## src/rtl/dft_pkg.sv

```systemverilog
// Shared types and helpers for the DFT twiddle sequencer: Q1.15 sample format,
// FSM state encoding and saturating negation.
package dft_pkg;

  typedef logic signed [15:0] q15_t;

  typedef struct packed {
    q15_t x;
    q15_t y;
  } sample_t;

  localparam q15_t PI_4_Q15 = 16'h6488;

  typedef enum logic {
    ST_LOAD,
    ST_ISSUE
  } state_t;

  // -1.0 has no positive Q1.15 counterpart, so it clips to the largest value.
  function automatic q15_t sat_neg16(input q15_t v);
    return (v == 16'sh8000) ? 16'sh7fff : -v;
  endfunction

endpackage

```

## src/rtl/dft_sample_buffer.sv

```systemverilog
// One-frame sample store: N x 32-bit registers, a single write port and a
// combinational read port.
module dft_sample_buffer
  import dft_pkg::*;
#(
  parameter int N     = 64,
  parameter int LOG2N = $clog2(N)
) (
  input  logic             clk,
  input  logic             we,
  input  logic [LOG2N-1:0] waddr,
  input  logic [31:0]      wdata,
  input  logic [LOG2N-1:0] raddr,
  output logic [31:0]      rdata
);

  sample_t mem [N];

  // NOTE: the storage array has no reset; every entry is rewritten before it is read.
  always_ff @(posedge clk) begin
    if (we) mem[waddr] <= sample_t'(wdata);
  end

  assign rdata = mem[raddr];

endmodule

```

## src/rtl/dft_twiddle_sequencer.sv

```systemverilog
// Buffers a frame of N samples, then streams every (k, n) DFT kernel pair to the
// CORDIC stage as a quadrant-pre-rotated sample plus a residual angle in [-pi/4, pi/4).
module dft_twiddle_sequencer
  import dft_pkg::*;
#(
  parameter int          N     = 64,
  parameter int          LOG2N = $clog2(N),
  parameter logic [15:0] STEP  = 16'd3217
) (
  input  logic             clk,
  input  logic             rst,
  input  logic             s_valid,
  output logic             s_ready,
  input  logic [15:0]      s_x,
  input  logic [15:0]      s_y,
  output logic             c_valid,
  input  logic             c_ready,
  output logic [15:0]      c_x,
  output logic [15:0]      c_y,
  output logic [15:0]      c_phi,
  output logic [LOG2N-1:0] c_k,
  output logic             c_last
);

  localparam logic [LOG2N-1:0] IDX_MAX = LOG2N'(N - 1);
  localparam logic [LOG2N-1:0] EIGHTH  = LOG2N'(N / 8);

  state_t           state, state_nxt;
  logic [LOG2N-1:0] wr_n, k, n, m;
  logic             last_loaded;
  logic             accept, advance, final_hs;

  logic [31:0]       rd_word;
  q15_t              rd_x, rd_y, rot_x, rot_y;
  logic [1:0]        q;
  logic [LOG2N-1:0]  r;
  logic signed [31:0] r_ext, step_ext;
  q15_t              phi;

  dft_sample_buffer #(.N(N), .LOG2N(LOG2N)) u_buf (
    .clk   (clk),
    .we    (accept),
    .waddr (wr_n),
    .wdata ({s_x, s_y}),
    .raddr (n),
    .rdata (rd_word)
  );

  // NOTE: state registers use non-blocking assignments so every flop samples pre-edge values.
  always_ff @(posedge clk) begin
    if (rst) state <= ST_LOAD;
    else     state <= state_nxt;
  end

  // NOTE: every combinational output gets a default first so no latch is inferred.
  always_comb begin
    state_nxt = state;
    s_ready   = 1'b0;
    accept    = 1'b0;
    advance   = 1'b0;
    final_hs  = 1'b0;
    case (state)
      ST_LOAD: begin
        s_ready = 1'b1;
        accept  = s_valid;
        if (s_valid && wr_n == IDX_MAX) state_nxt = ST_ISSUE;
      end
      ST_ISSUE: begin
        advance  = !last_loaded && (!c_valid || c_ready);
        final_hs = last_loaded && c_valid && c_ready;
        if (final_hs) state_nxt = ST_LOAD;
      end
      default: state_nxt = ST_LOAD;
    endcase
  end

  // m tracks k*n mod N incrementally; LOG2N-bit wraparound is the modulo.
  always_ff @(posedge clk) begin
    if (rst) begin
      wr_n        <= '0;
      k           <= '0;
      n           <= '0;
      m           <= '0;
      last_loaded <= 1'b0;
    end else begin
      if (accept) wr_n <= wr_n + 1'b1;
      if (accept && wr_n == IDX_MAX) begin
        k           <= '0;
        n           <= '0;
        m           <= '0;
        last_loaded <= 1'b0;
      end
      if (advance) begin
        if (k == IDX_MAX && n == IDX_MAX) last_loaded <= 1'b1;
        if (n == IDX_MAX) begin
          n <= '0;
          m <= '0;
          k <= k + 1'b1;
        end else begin
          n <= n + 1'b1;
          m <= m + k;
        end
      end
    end
  end

  // Quadrant is the top two bits of m offset by an eighth turn; the residual
  // is what remains after removing q quarter turns, read as signed.
  always_comb begin
    q        = 2'((m + EIGHTH) >> (LOG2N - 2));
    r        = m - {q, {(LOG2N-2){1'b0}}};
    r_ext    = 32'(signed'(r));
    step_ext = {16'h0000, STEP};
    phi      = 16'(r_ext * step_ext);
    rd_x     = rd_word[31:16];
    rd_y     = rd_word[15:0];
    case (q)
      2'd0:    begin rot_x = rd_x;            rot_y = rd_y;            end
      2'd1:    begin rot_x = rd_y;            rot_y = sat_neg16(rd_x); end
      2'd2:    begin rot_x = sat_neg16(rd_x); rot_y = sat_neg16(rd_y); end
      default: begin rot_x = sat_neg16(rd_y); rot_y = rd_x;            end
    endcase
  end

  always_ff @(posedge clk) begin
    if (rst) begin
      c_valid <= 1'b0;
      c_x     <= '0;
      c_y     <= '0;
      c_phi   <= '0;
      c_k     <= '0;
      c_last  <= 1'b0;
    end else if (advance) begin
      c_valid <= 1'b1;
      c_x     <= rot_x;
      c_y     <= rot_y;
      c_phi   <= phi;
      c_k     <= k;
      c_last  <= (n == IDX_MAX);
    end else if (c_ready) begin
      c_valid <= 1'b0;
    end
  end

endmodule

```

## config.mk

```make
export PLATFORM = sky130hd
export DESIGN_NAME = dft_twiddle_sequencer
export DESIGN_NICKNAME = d
export VERILOG_FILES = /design/src/rtl/dft_pkg.sv /design/src/rtl/dft_sample_buffer.sv /design/src/rtl/dft_twiddle_sequencer.sv
export SDC_FILE = /design/constraint.sdc
export NUM_CORES = 2
export LEC_CHECK = 0
export BUFFER_PORTS_ARGS = -buffer_cell sky130_fd_sc_hd__buf_2
export CAP_MARGIN = 20
export CORE_AREA = 2 2 455 457
export CTS_CLUSTER_SIZE = 24
export DETAILED_ROUTE_END_ITERATION = 8
export DIE_AREA = 0 0 457 459
export GPL_TIMING_DRIVEN = 0
export SYNTH_ARGS = -nofsm -noshare
export SYNTH_HDL_FRONTEND = slang
export SYNTH_HIERARCHICAL = 1
export SYNTH_SLANG_ARGS = --single-unit
```

## constraint.sdc

```tcl
create_clock -name clk -period 5.4 [get_ports clk]
set_clock_uncertainty 0.05 [all_clocks]
set_input_delay 0.27 -clock clk [delete_from_list [all_inputs] [get_ports clk]]
set_output_delay 0.27 -clock clk [all_outputs]
set_load 0.01 [all_outputs]
```

==> impl_metrics.env <==
export IMPL_worstPathMaxFanout=10
export IMPL_status="complete, no violations"
export IMPL_reg2reg_to="c_y[1]$_SDFFE_PP0P_"
export IMPL_powerDensity_nw_per_um2=336.9
export IMPL_die_y_um=459
export IMPL_r2r_slack_ps=20
export IMPL_combPwrFrac_pct=2.3
export IMPL_routed_wl_mm=260.3
export IMPL_viasPerCell=6.101
export IMPL_r2r_start="n[5]$_SDFFE_PP0P_"
export IMPL_synth_ff_latch_count=2130
export IMPL_finalSetupViolCount=0
export IMPL_post_route_min_period_ps=5385
export IMPL_p_leak_nw=30.13
export IMPL_die_x_um=457
export IMPL_io_buffers=91
export IMPL_async_flop_share_pct=0
export IMPL_place_congestion=0.9182
export IMPL_final_max_slew_viol_count=0
export IMPL_numCtsBuffers=212
export IMPL_startpoint_type="flop"
export IMPL_cts_root_buf="clkbuf_16"
export IMPL_internal_power_mw=26.09
export IMPL_min_delay_start="s_x[9]"
export IMPL_seq_power_share_pct=54.9
export IMPL_rsz0062_at_grt="no"
export IMPL_vdd_ir_drop_max_mv=0.3442
export IMPL_drive_gt1_share_pct=29.23
export IMPL_grt_overflow=0
export IMPL_finalHoldViolations=0
export IMPL_n_fill_cell=16820
export IMPL_grt_util_all_layers_pct=24.61
export IMPL_core_area_um2=205600
export IMPL_syn_area_um2=83700
export IMPL_cts_buffer_depth=3
export IMPL_ys_seq_area_share_pct=75.44
export IMPL_crit_required_ps=6050
export IMPL_clk_pin_slew_ps=60
export IMPL_grt_max_degree=65
export IMPL_syn2layout_area_growth_pct=17.20
export IMPL_nets=4580
export IMPL_synth_edf_count=2048
export IMPL_htree_levels=4
export IMPL_vias=45030
export IMPL_switchingPower_mw=6.959
export IMPL_cp_arrival_ps=6030
export IMPL_grt_pass1_wl_mm=356.3
export IMPL_holdPathEnd="u_buf/mem[12][25]$_DFFE_PP_"
export IMPL_p_sw_share_pct=21.06
export IMPL_dieArea_um2=209800
export IMPL_path_class="flop to flop"
export IMPL_drc=0
export IMPL_rows=167
export IMPL_hold_path_class="input pin to flop"
export IMPL_ant_nets=0
export IMPL_cap_violations=0
export IMPL_power_frac_clock_pct=42.8
export IMPL_synth_area_per_cell_um2=20.79
export IMPL_wl_per_cell_um=35.27
export IMPL_max_freq_ghz=0.1857
export IMPL_reg2reg_depth=14
export IMPL_pin_count=93
export IMPL_final_setup_tns_ps=0
export IMPL_antenna_found_initial=9
export IMPL_whs_ps=50.83
export IMPL_synth_ff_type="edfxtp_1"
export IMPL_syn_nets=4115
export IMPL_cp_end_kind="flop"
export IMPL_slew_headroom_pct=28.40
export IMPL_seq_area_um2=63140
export IMPL_period_share_pct=99.72
export IMPL_ys_types=80
export IMPL_grt_pass1_vias=43690
export IMPL_hold_depth=1
export IMPL_drt_initial_drc_count=6352
export IMPL_clock_sinks=2130
export IMPL_multiInputGateArea_um2=20120
export IMPL_yosys_warnings=6
export IMPL_clk_latency_ps=870
export IMPL_start_util_pct=40.71
export IMPL_dpl_hpwl_mm=172.8
export IMPL_syn_instance_count=4026
export IMPL_first_pass_iters=6
export IMPL_cts_tree="yes"
export IMPL_tightest_slew_ps=1074
-- how the worst max path moves through the flow --
stage                           start                           to  slack [ps]  depth (start not counted)
floorplan           n[1]$_SDFFE_PP0P_          c_x[3]$_SDFFE_PP0P_        1140                         15
global placement              s_valid  u_buf/mem[48][10]$_DFFE_PP_       -1740                          6
detailed placement  n[1]$_SDFFE_PP0P_         c_x[15]$_SDFFE_PP0P_       -1190                         14
CTS                 n[0]$_SDFFE_PP0P_         c_x[11]$_SDFFE_PP0P_           4                         18
global route        n[1]$_SDFFE_PP0P_         c_x[11]$_SDFFE_PP0P_           2                         17
finish              n[5]$_SDFFE_PP0P_          c_y[1]$_SDFFE_PP0P_          20                         14
-- registers in the layout (all words and copies together), names as in the netlist --
| name | count |
|---|---|
| c_x | 16 |
| state | 1 |
| m | 6 |
| k | 6 |
| wr_n | 6 |
| u_buf/mem | 2048 |
| c_last | 1 |
| c_y | 16 |
| n | 6 |
| c_phi | 16 |
| c_k | 6 |
| last_loaded | 1 |
| c_valid | 1 |
-- critical path, cell delays in order, from the launching register on --
cell	delay, ps
dfxtp_1	590
clkbuf_1	380
nand2b_1	350
clkbuf_1	650
o221ai_1	250
a21oi_1	540
a21oi_1	140
nor2_2	570
nor4_4	150
nand4_1	260
nand2b_1	150
clkbuf_1	360
a22oi_1	180
a221oi_1	500
nor3_1	100
-- routing by layer --
layer,track usage (%),part of all wire [%]
met1,33.72,38
met2,38.69,47
met3,5.096,10
met4,9.939,4.5
met5,0,0.099
-- power by group through the flow --
stage / sequential, mW / combinational (mW) / clock (mW)
after floorplan: 18.5 / 0.178 / 0
after global placement: 18.5 / 0.593 / 0
after detailed placement: 18.5 / 0.664 / 0
after CTS: 18.2 / 0.684 / 14.4
after global routing: 18.1 / 0.777 / 15.0
final: 18.2 / 0.748 / 14.1
-- through the flow --
step	cell area [um2]	worst slack, ps	instances	util (%)	total power [mW]
floorplan	83700	1138	4026	-	18.69
global placement	87540	-1738	6821	42.58	19.11
detailed placement	90160	-1188	6933	43.85	19.17
CTS	97350	3.678	7340	47.35	33.20
global route	98080	1.956	7374	47.70	33.91
finish	98100	15.29	7381	47.71	33.05
-- logic make-up (layout without fill, tap and decap cells) --
family	after synthesis	after routing	synth area share [%]
flops	2130	2130	75.44
mux	648	648	15.88
simple gates	498	498	2.771
compound gates	400	400	3.135
buf+inv	257	901	1.517
fa+ha+maj	53	53	0.8371
xor+xnor	40	40	0.4186
other cells	0	7	0
-- cells in the mapped netlist, drive strengths merged (12+ instances only) --
cell,number,area (um2)
a211oi,15,112.6
mux4,544,12250
edfxtp,2048,61500
buf,126,762.0
nor2b,19,118.9
mux2i,102,1021
nor3,46,235.2
xor2,19,166.4
inv,20,75.07
ha,48,600.6
o21ai,32,160.2
nand4,14,87.58
nor2,209,784.5
o221ai,34,304.0
o22ai,88,550.5
nand3,25,125.1
xnor2,21,183.9
a21oi,123,619.4
clkbuf,109,419.2
dfxtp,82,1642
and3,12,75.07
nand2,102,382.9
nand2b,17,106.4
a22oi,19,142.6
-- cells in the final DEF (no fill, tap or decap), types with 38 or more instances in the layout --
master and instances:
a21oi_1 111, buf_12 96, buf_2 114, buf_4 51, buf_6 41, clkbuf_1 110
clkbuf_16 213, clkbuf_2 38, clkinv_1 51, clkinv_2 39, dfxtp_1 82, edfxtp_1 2048
ha_1 47, mux2i_1 99, mux4_2 544, nand2_1 100, nor2_1 135, nor2_4 64
o22ai_1 68
-- area by class of cell --
type / count / area share [%]
clock inverters: 122 / 1.038
flip-flops and latches: 2130 / 64.36
well taps: 2704 / 3.449
inverters: 21 / 0.08035
plain buffers: 230 / 1.496
clock buffers: 271 / 5.695
multi-input cells: 1639 / 20.51
repair buffers: 257 / 3.352
diodes: 7 / 0.01786
-- timing repair --
item	4_1_cts	5_1_grt
hold buffers	17	15
endpoints found under the hold margin	363	501
setup endpoints to repair	32	24
pin swaps	1	4
setup buffers	3	4
gates resized for setup	140	93
cloned	0	0
(Power assumes the default switching activity.)
